--- config.mk ---
export PLATFORM = sky130hd
export DESIGN_NAME = cpu_control
export DESIGN_NICKNAME = d
export VERILOG_FILES = /design/src/rtl/cpu_pkg.sv /design/src/rtl/cpu_regfile.sv /design/src/rtl/cpu_control.sv
export SDC_FILE = /design/constraint.sdc
export NUM_CORES = 1
export LEC_CHECK = 0
export CELL_PAD_IN_SITES_DETAIL_PLACEMENT = 0
export CELL_PAD_IN_SITES_GLOBAL_PLACEMENT = 1
export CORE_MARGIN = 1
export CORE_UTILIZATION = 40
export DETAILED_ROUTE_END_ITERATION = 8
export PLACE_DENSITY = 0.78
export SETUP_SLACK_MARGIN = 0.15
export SYNTH_ARGS = -nofsm -noshare
export SYNTH_HDL_FRONTEND = slang
export SYNTH_HIERARCHICAL = 1
export SYNTH_SLANG_ARGS = --single-unit
--- constraint.sdc ---
create_clock -name clk -period 2.8 [get_ports clk]
set_input_delay 0.56 -clock clk [delete_from_list [all_inputs] [get_ports clk]]
set_output_delay 0.56 -clock clk [all_outputs]
set_load 0.005 [all_outputs]
--- src/rtl/cpu_pkg.sv ---
// rtl/cpu_pkg.sv - shared encodings and FSM state type for the 4-bit CPU sequencer
package cpu_pkg;
    localparam int REG_IDX_W = 2;

    localparam logic [1:0] CLS_ALU = 2'b00;
    localparam logic [1:0] CLS_LDI = 2'b01;
    localparam logic [1:0] CLS_JMP = 2'b10;
    localparam logic [1:0] CLS_SYS = 2'b11;

    localparam logic [1:0] ALU_ADD = 2'b00;
    localparam logic [1:0] ALU_OR  = 2'b01;
    localparam logic [1:0] ALU_XOR = 2'b10;
    localparam logic [1:0] ALU_NOT = 2'b11;

    localparam logic [1:0] SYS_JZ   = 2'b00;
    localparam logic [1:0] SYS_HALT = 2'b01;

    typedef enum logic [2:0] {
        S_FETCH,
        S_DECODE,
        S_EXECUTE,
        S_WRITEBACK,
        S_HALT
`ifdef CPU_CONTROL_SINGLE_STEP_EN
        , S_PAUSE
`endif
    } state_t;
endpackage

--- src/rtl/cpu_regfile.sv ---
// rtl/cpu_regfile.sv - 4x4-bit register file, one write port, rd/rs/dbg read ports
module cpu_regfile
    import cpu_pkg::*;
(
    input  logic                 clk,
    input  logic                 reset,
    input  logic                 we,
    input  logic [REG_IDX_W-1:0] waddr,
    input  logic [3:0]           wdata,
    input  logic [REG_IDX_W-1:0] rd_addr,
    input  logic [REG_IDX_W-1:0] rs_addr,
    input  logic [REG_IDX_W-1:0] dbg_addr,
    output logic [3:0]           rd_data,
    output logic [3:0]           rs_data,
    output logic [3:0]           dbg_data
);
    logic [3:0] regs [4];

    always_ff @(posedge clk) begin
        if (reset) begin
            for (int i = 0; i < 4; i++) regs[i] <= '0;
        end else if (we) begin
            regs[waddr] <= wdata;
        end
    end

    assign rd_data  = regs[rd_addr];
    assign rs_data  = regs[rs_addr];
    assign dbg_data = regs[dbg_addr];
endmodule

--- src/rtl/cpu_control.sv ---
// rtl/cpu_control.sv - multi-cycle fetch/decode/execute/writeback sequencer; CPU_CONTROL_SINGLE_STEP_EN adds step input and PAUSE
module cpu_control
    import cpu_pkg::*;
#(
    parameter int              PC_W     = 4,
    parameter logic [PC_W-1:0] RESET_PC = '0
) (
    input  logic            clk,
    input  logic            reset,
`ifdef CPU_CONTROL_SINGLE_STEP_EN
    input  logic            step,
`endif
    output logic            imem_req,
    output logic [PC_W-1:0] imem_addr,
    input  logic            imem_valid,
    input  logic [7:0]      imem_data,
    output logic [3:0]      alu_a,
    output logic [3:0]      alu_b,
    output logic [1:0]      alu_control,
    input  logic [3:0]      alu_result,
    output logic            zero,
    output logic            halted,
    output logic [PC_W-1:0] pc,
    input  logic [1:0]      dbg_sel,
    output logic [3:0]      dbg_data
);
    state_t state, state_next;
    logic                 req_next;
    logic [7:0]           ir;
    logic [3:0]           result;
    logic [1:0]           cls, sub;
    logic [REG_IDX_W-1:0] rd_idx, rs_idx;
    logic [3:0]           rd_data, rs_data;
    logic                 rf_we, fetch_accept;

    assign cls    = ir[7:6];
    assign sub    = ir[5:4];
    // LDI carries its destination in the op field; ALU keeps it in [3:2]
    assign rd_idx = (cls == CLS_LDI) ? ir[5:4] : ir[3:2];
    assign rs_idx = ir[1:0];
    assign rf_we  = (state == S_WRITEBACK) && (cls == CLS_ALU || cls == CLS_LDI);
    assign fetch_accept = (state == S_FETCH) && imem_req && imem_valid;

    assign imem_addr = pc;
    assign halted    = (state == S_HALT);

    cpu_regfile u_regfile (
        .clk      (clk),
        .reset    (reset),
        .we       (rf_we),
        .waddr    (rd_idx),
        .wdata    (result),
        .rd_addr  (rd_idx),
        .rs_addr  (rs_idx),
        .dbg_addr (dbg_sel),
        .rd_data  (rd_data),
        .rs_data  (rs_data),
        .dbg_data (dbg_data)
    );

    always_ff @(posedge clk) begin
        if (reset) begin
            state    <= S_FETCH;
            imem_req <= 1'b0;
        end else begin
            state    <= state_next;
            imem_req <= req_next;
        end
    end

    // imem_req is registered, so it is raised on entry to FETCH and dropped after acceptance
    always_comb begin
        state_next = state;
        req_next   = imem_req;
        case (state)
            S_FETCH: begin
                if (fetch_accept) begin
                    state_next = S_DECODE;
                    req_next   = 1'b0;
                end else begin
                    req_next   = 1'b1;
                end
            end
            S_DECODE:  state_next = S_EXECUTE;
            S_EXECUTE: state_next = (cls == CLS_SYS && sub == SYS_HALT) ? S_HALT : S_WRITEBACK;
`ifdef CPU_CONTROL_SINGLE_STEP_EN
            S_WRITEBACK: state_next = S_PAUSE;
            S_PAUSE: begin
                if (step) begin
                    state_next = S_FETCH;
                    req_next   = 1'b1;
                end
            end
`else
            S_WRITEBACK: begin
                state_next = S_FETCH;
                req_next   = 1'b1;
            end
`endif
            S_HALT:  req_next = 1'b0;
            default: begin
                state_next = S_FETCH;
                req_next   = 1'b0;
            end
        endcase
    end

    always_ff @(posedge clk) begin
        if (reset) begin
            pc          <= RESET_PC;
            ir          <= '0;
            result      <= '0;
            zero        <= 1'b0;
            alu_a       <= '0;
            alu_b       <= '0;
            alu_control <= ALU_ADD;
        end else begin
            case (state)
                S_FETCH: begin
                    if (fetch_accept) begin
                        ir <= imem_data;
                        pc <= pc + PC_W'(1);
                    end
                end
                S_DECODE: begin
                    alu_a       <= rd_data;
                    alu_b       <= rs_data;
                    alu_control <= (cls == CLS_ALU) ? ir[5:4] : ALU_ADD;
                end
                S_EXECUTE: begin
                    case (cls)
                        CLS_ALU: result <= alu_result;
                        CLS_LDI: result <= ir[3:0];
                        CLS_JMP: pc <= PC_W'(ir[3:0]);
                        default: if (sub == SYS_JZ && zero) pc <= PC_W'(ir[3:0]);
                    endcase
                end
                S_WRITEBACK: if (rf_we) zero <= (result == 4'd0);
                default: ;
            endcase
        end
    end
endmodule
# After elaboration in Yosys (flattened, before gate mapping)
# Memory sizes are Yosys's and may differ from the RTL's. A register that Yosys moved wholly into a read port is not among the register bits.
# Cells that the tools add are included.
dict set report op_classes {
  addsub 1
  eq_ne 11
  n_mux 20
  bitwise 1
  reduce_logical 20
}
# operator n
set op_table {}
lappend op_table {{4-bit one-hot mux with 2 select lines} 3}
lappend op_table {{4-bit 2-to-1 mux} 3}
lappend op_table {{3-bit one-hot mux with 4 select lines} 1}
lappend op_table {{2-bit AND reduction} 4}
lappend op_table {{1-bit 2-to-1 mux} 7}
lappend op_table {{3-bit by 2-bit equality test with 1-bit output (second input constant)} 2}
lappend op_table {{2-bit 2-to-1 mux} 3}
lappend op_table {{3-bit 2-to-1 mux} 2}
lappend op_table {{1-bit logical AND} 5}
lappend op_table {{4-bit by 1-bit adder with 4-bit output (second input constant)} 1}
lappend op_table {{2-bit by 1-bit equality test with 1-bit output (second input constant)} 2}
lappend op_table {{2-bit equality test (second input constant)} 2}
lappend op_table {{2-bit logical NOT} 2}
lappend op_table {{4-bit logical NOT} 1}
lappend op_table {{2-bit != test (second input constant)} 2}
lappend op_table {{4-bit AND reduction} 1}
lappend op_table {{2-bit nonzero test} 2}
lappend op_table {{2-bit OR reduction} 2}
lappend op_table {{4-bit OR reduction} 1}
lappend op_table {{3-bit by 1-bit equality test with 1-bit output (second input constant)} 1}
lappend op_table {{3-bit equality test (second input constant)} 1}
lappend op_table {{3-bit logical NOT} 1}
lappend op_table {{3-bit != test (second input constant)} 1}
lappend op_table {{1-bit one-hot mux with 3 select lines} 1}
lappend op_table {{other kinds (2)} 2}
dict set report word_totals {
  reg_bits 23
  ramBits 16
  in_bits 17
  wordCells 61
  memories 1
}
# memory depth width read_ports rd_clocked_by_memory_dff write_ports line_no
set memory_table {}
lappend memory_table {u_regfile.regs 4 4 3 2 4 cpu_regfile.sv:17} ;# logic [3:0] regs [4];

# Longest topological paths before layout
dict set report depth {
  ltp_word 8
  depth_mapped 6
  depth_no_buf 5
}

# Cells and area by module
# Netlist, hierarchy kept.
# mod n_inst cells_each area_per_inst_um2
set by_module_without_submodules {}
lappend by_module_without_submodules {cpu_control 1 149 1432.6}
lappend by_module_without_submodules {cpu_regfile 1 54 984.7}

# Least setup slack after synthesis
# OpenSTA, ideal clock, no wires.
dict set report synth_path {
  path_type {register to register}
  start {register ir[7]}
  end {memory u_regfile.regs[2][0], enable pin}
  setup_ns 0.338
  arrival_ns 1.697
  t_required_ns 2.462
  setup_slack_ns 0.766
  stages_incl_launch_ff 6
  n_path_buf 1
  period_less_slack_ns 2.034
  cell_sequence {dfxtp_1 -> nand2b_1 -> clkbuf_1 -> mux2_2 -> nand2b_1 -> o21bai_1}
}
# item line_no
set synth_lines {}
lappend synth_lines {{start: declaration} cpu_control.sv:29} ;# logic [7:0] ir;
lappend synth_lines {{start signal: assignment} cpu_control.sv:121} ;# ir <= imem_data;
lappend synth_lines {{end: declaration} cpu_regfile.sv:17}

# Worst setup path after layout
dict set report layout_path {
  start {input port dbg_sel[0]}
  end {output port dbg_data[3]}
}
dict set report layout_via {
  elab_chain_len 1
}
# item line_no
set layout_lines {}
lappend layout_lines {{start: declaration} cpu_control.sv:24} ;# input logic [1:0] dbg_sel,
lappend layout_lines {{memory read 4 x 4 bit} -}
lappend layout_lines {{end: declaration} cpu_control.sv:25} ;# output logic [3:0] dbg_data
# Every way passes these cells.

==> summary.txt <==
Yosys
  • Top_reg_cell synth: dfxtp_1
  • Post-synthesis instance area: 2417 um^2
  • Post-synthesis async set-or-reset flop share: 0%
  • Sequential-to-total area share from yosys stat: 45.55%
  • Yosys top cell by area: dfxtp_1
  • Syn nets: 221
  • Synth Warn #: 6
  • EDFF count, synth: 16
  • Cells after synthesis: 203
  • #FFs+latches synth: 47
  • Count leader, synth: dfxtp_1
  • Top post-synthesis cells by count: dfxtp_1 (31), nor2_1 (25), mux2i_1 (22)
  • Top cell type's share of synthesized area: 25.67%
  • Dominant cells by area after synthesis: dfxtp_1 (26%), edfxtp_1 (20%), mux4_1 (13%)
  • Mean Syn Cell Area: 11.91 um^2
  • Yosys cell types: 40

Finish
  • Nets@finish: 262
  • Layout cells sized above 1: 10.61%
  • Non-Filler Cell Area, Final: 2985 um^2
  • Inserted Diodes: 0
  • Util after Layout: 52.60%
  • Synthesis-to-layout area growth: 23.50%

Floorplan
  • Initial Util: 42.59%
  • Core Area: 5675 um^2
  • Die area: 6358 um^2
  • Number of I/O pins: 42
  • Die width: 79.74 um
  • Site Rows: 27
  • Die Ht: 79.74 um

Timing
  • Hold Slack: 479.1 ps
  • Clk_skew: 11.37 ps
  • Worst-Margin Slew: 724.6 ps
  • Endpoints failing hold: 0
  • Max Freq: 0.3974 GHz
  • Setup tns final: 0 ps
  • Slew margin rel.: 51.33%
  • Max-slew violations: 0
  • Number of setup violations in the final report: 0
  • RSZ-0062 raised after global routing: no
  • Final min period: 2516 ps
  • Period utilization: 89.87%

Pwr
  • Post-layout power: 1.498 mW
  • Max IR drop VDD: 0.2225 mV
  • Pleak: 1.071 nW
  • Power per cell area: 501.7 nW/um^2

Critical path
  • Crit end category: output port
  • Worst endpoint data arrival time: 1960 ps
  • Critical-path cell list: dlygate4sd2_1 -> mux4_1 -> clkdlybuf4s50_1
  • CP bufs+invs: 2
  • Kind of cell adding the most delay to the critical path: buffers and inverters
  • CP Max Fanout: 4
  • CP max-delay cell: mux4_1
  • Crit path kind: input port to output port
  • Req. time, crit path: 2240 ps
  • CP max stage delay: 600 ps
  • Crit start category: input port

GRT
  • Gr usage total: 17.22%
  • Vias in the first global route: 1,655
  • First-pass GRT wire length: 8231 um
  • Initial antenna violation count: 0
  • Largest net degree at the start of global routing: 23
  • Grt ovf: 0

Placed design
  • Placed Area: 2883 um^2
  • Port-buffer cells: 41
  • Gpl congestion: 0.7583
  • DP Wirelength: 3743 um

CTS
  • Hold_buf cts: 0
  • CTS tree: built
  • Setup repair bufs after CTS: 0
  • H-tree depth: 2
  • TritonCTS Sinks: 47
  • Clk pin slew, worst setup/hold paths: 80 ps
  • Num CTS Buffers: 5
  • Clock tree buffer depth: 2
  • Latest clock arrival within the worst-skew pair: 300 ps
  • Root cell of the clock tree: clkbuf_8
  • Resized cells post-CTS: 1

Routing
  • Drt wl/cell: 15.81 um
  • Total Routed Length: 5012 um
  • Via count: 1,740
  • Drt first pass iters: 4
  • Initial DRC count: 96
  • Vias per cell: 5.489
  • Routed Antenna Nets: 0
  • Remaining DRCs: 0

Hold path
  • Hold crit path type: register to register

Flow run
  • Max-Cap Viols: 0

Outcome
  • Status: finished clean
kinds of logic (layout without fill, tap and decap cells):
kind of cell               Yosys count  count (layout)  synth area share [%]
and+or+nand+nor                     79              79                 20.19
muxes                               36              36                 23.08
DFF                                 47              47                 45.55
AOI/OAI and AO/OA                   28              28                 7.816
adders and majority gates            1               1                0.5175
buffers and inverters               12              54                 2.846
final timing paths:
path                                                      endpoint                   startpoint  slack, ps  depth (start not counted)
worst max register to register  u_regfile/regs[2][2]$_SDFFCE_PN0P_           ir[7]$_SDFFE_PP0P_        540                          4
worst min register to register         alu_control[1]$_SDFFE_PP0N_  alu_control[1]$_SDFFE_PP0N_        480                          2
worst max-delay path                                   dbg_data[3]                   dbg_sel[0]        280                          3
worst min-delay path                   alu_control[1]$_SDFFE_PP0N_  alu_control[1]$_SDFFE_PP0N_        480                          2
where the power goes:
group	total [mW]	internal [mW]	switching (mW)	leakage [nW]
registers	0.793	0.740	0.0532	0.417
clock network	0.458	0.231	0.227	0.0539
logic	0.246	0.143	0.103	0.600
cells in the final DEF, fill, tap and decap left out, types with 4 or more instances in the layout:
cell type	netlist	routed
nand2b_1	5	5
and2_1	16	16
nand3_1	4	4
clkbuf_8	0	5
buf_4	6	4
clkdlybuf4s50_1	0	40
a211oi_1	5	5
edfxtp_1	16	16
nor2_1	25	25
dfxtp_1	31	31
a21oi_1	8	8
nand2_1	5	5
mux2i_1	22	22
mux4_1	12	12
area by class of cell:
type,instances,area (um^2)
Tap cell,72,90.09
Clock buffer,7,97.59
Timing Repair Buffer,45,439.2
Multi-Input combinational cell,144,1247
Fill cell,516,2690
Clock inverter,1,6.256
Sequential cell,47,1101
Inverter,1,3.754
sequential cells by signal, indices dropped and copies added, names as in the netlist:
name and cells:
imem_addr 4, alu_b 4, result 4, state 3
u_regfile/regs 16, alu_control 2, imem_req 1, alu_a 4
ir 8, zero 1
worst reg2reg max path, stage by stage (launching register included):
cell	delay, ps
dfxtp_1	500
nand2b_1	370
mux2_2	490
nand2b_1	200
o21bai_1	360
routing by layer:
metal / part of all wire [%] / vias to the layer above / track usage, %
met5: 0 / - / 0
met4: 0.54 / 0 / 3.750
met3: 4.4 / 4 / 4.114
met2: 47 / 44 / 27.78
met1: 48 / 840 / 23.45
li1: - / 852 / -
stage by stage:
| stage | setup slack [ps] | std cells |
|---|---|---|
| after floorplan | 765.6 | 203 |
| after global placement | 46.66 | 309 |
| after detailed placement | -14.54 | 309 |
| after CTS | 256.9 | 317 |
| after global routing | 218.5 | 317 |
| final | 283.8 | 317 |
Power figures use the tool's default switching activity.
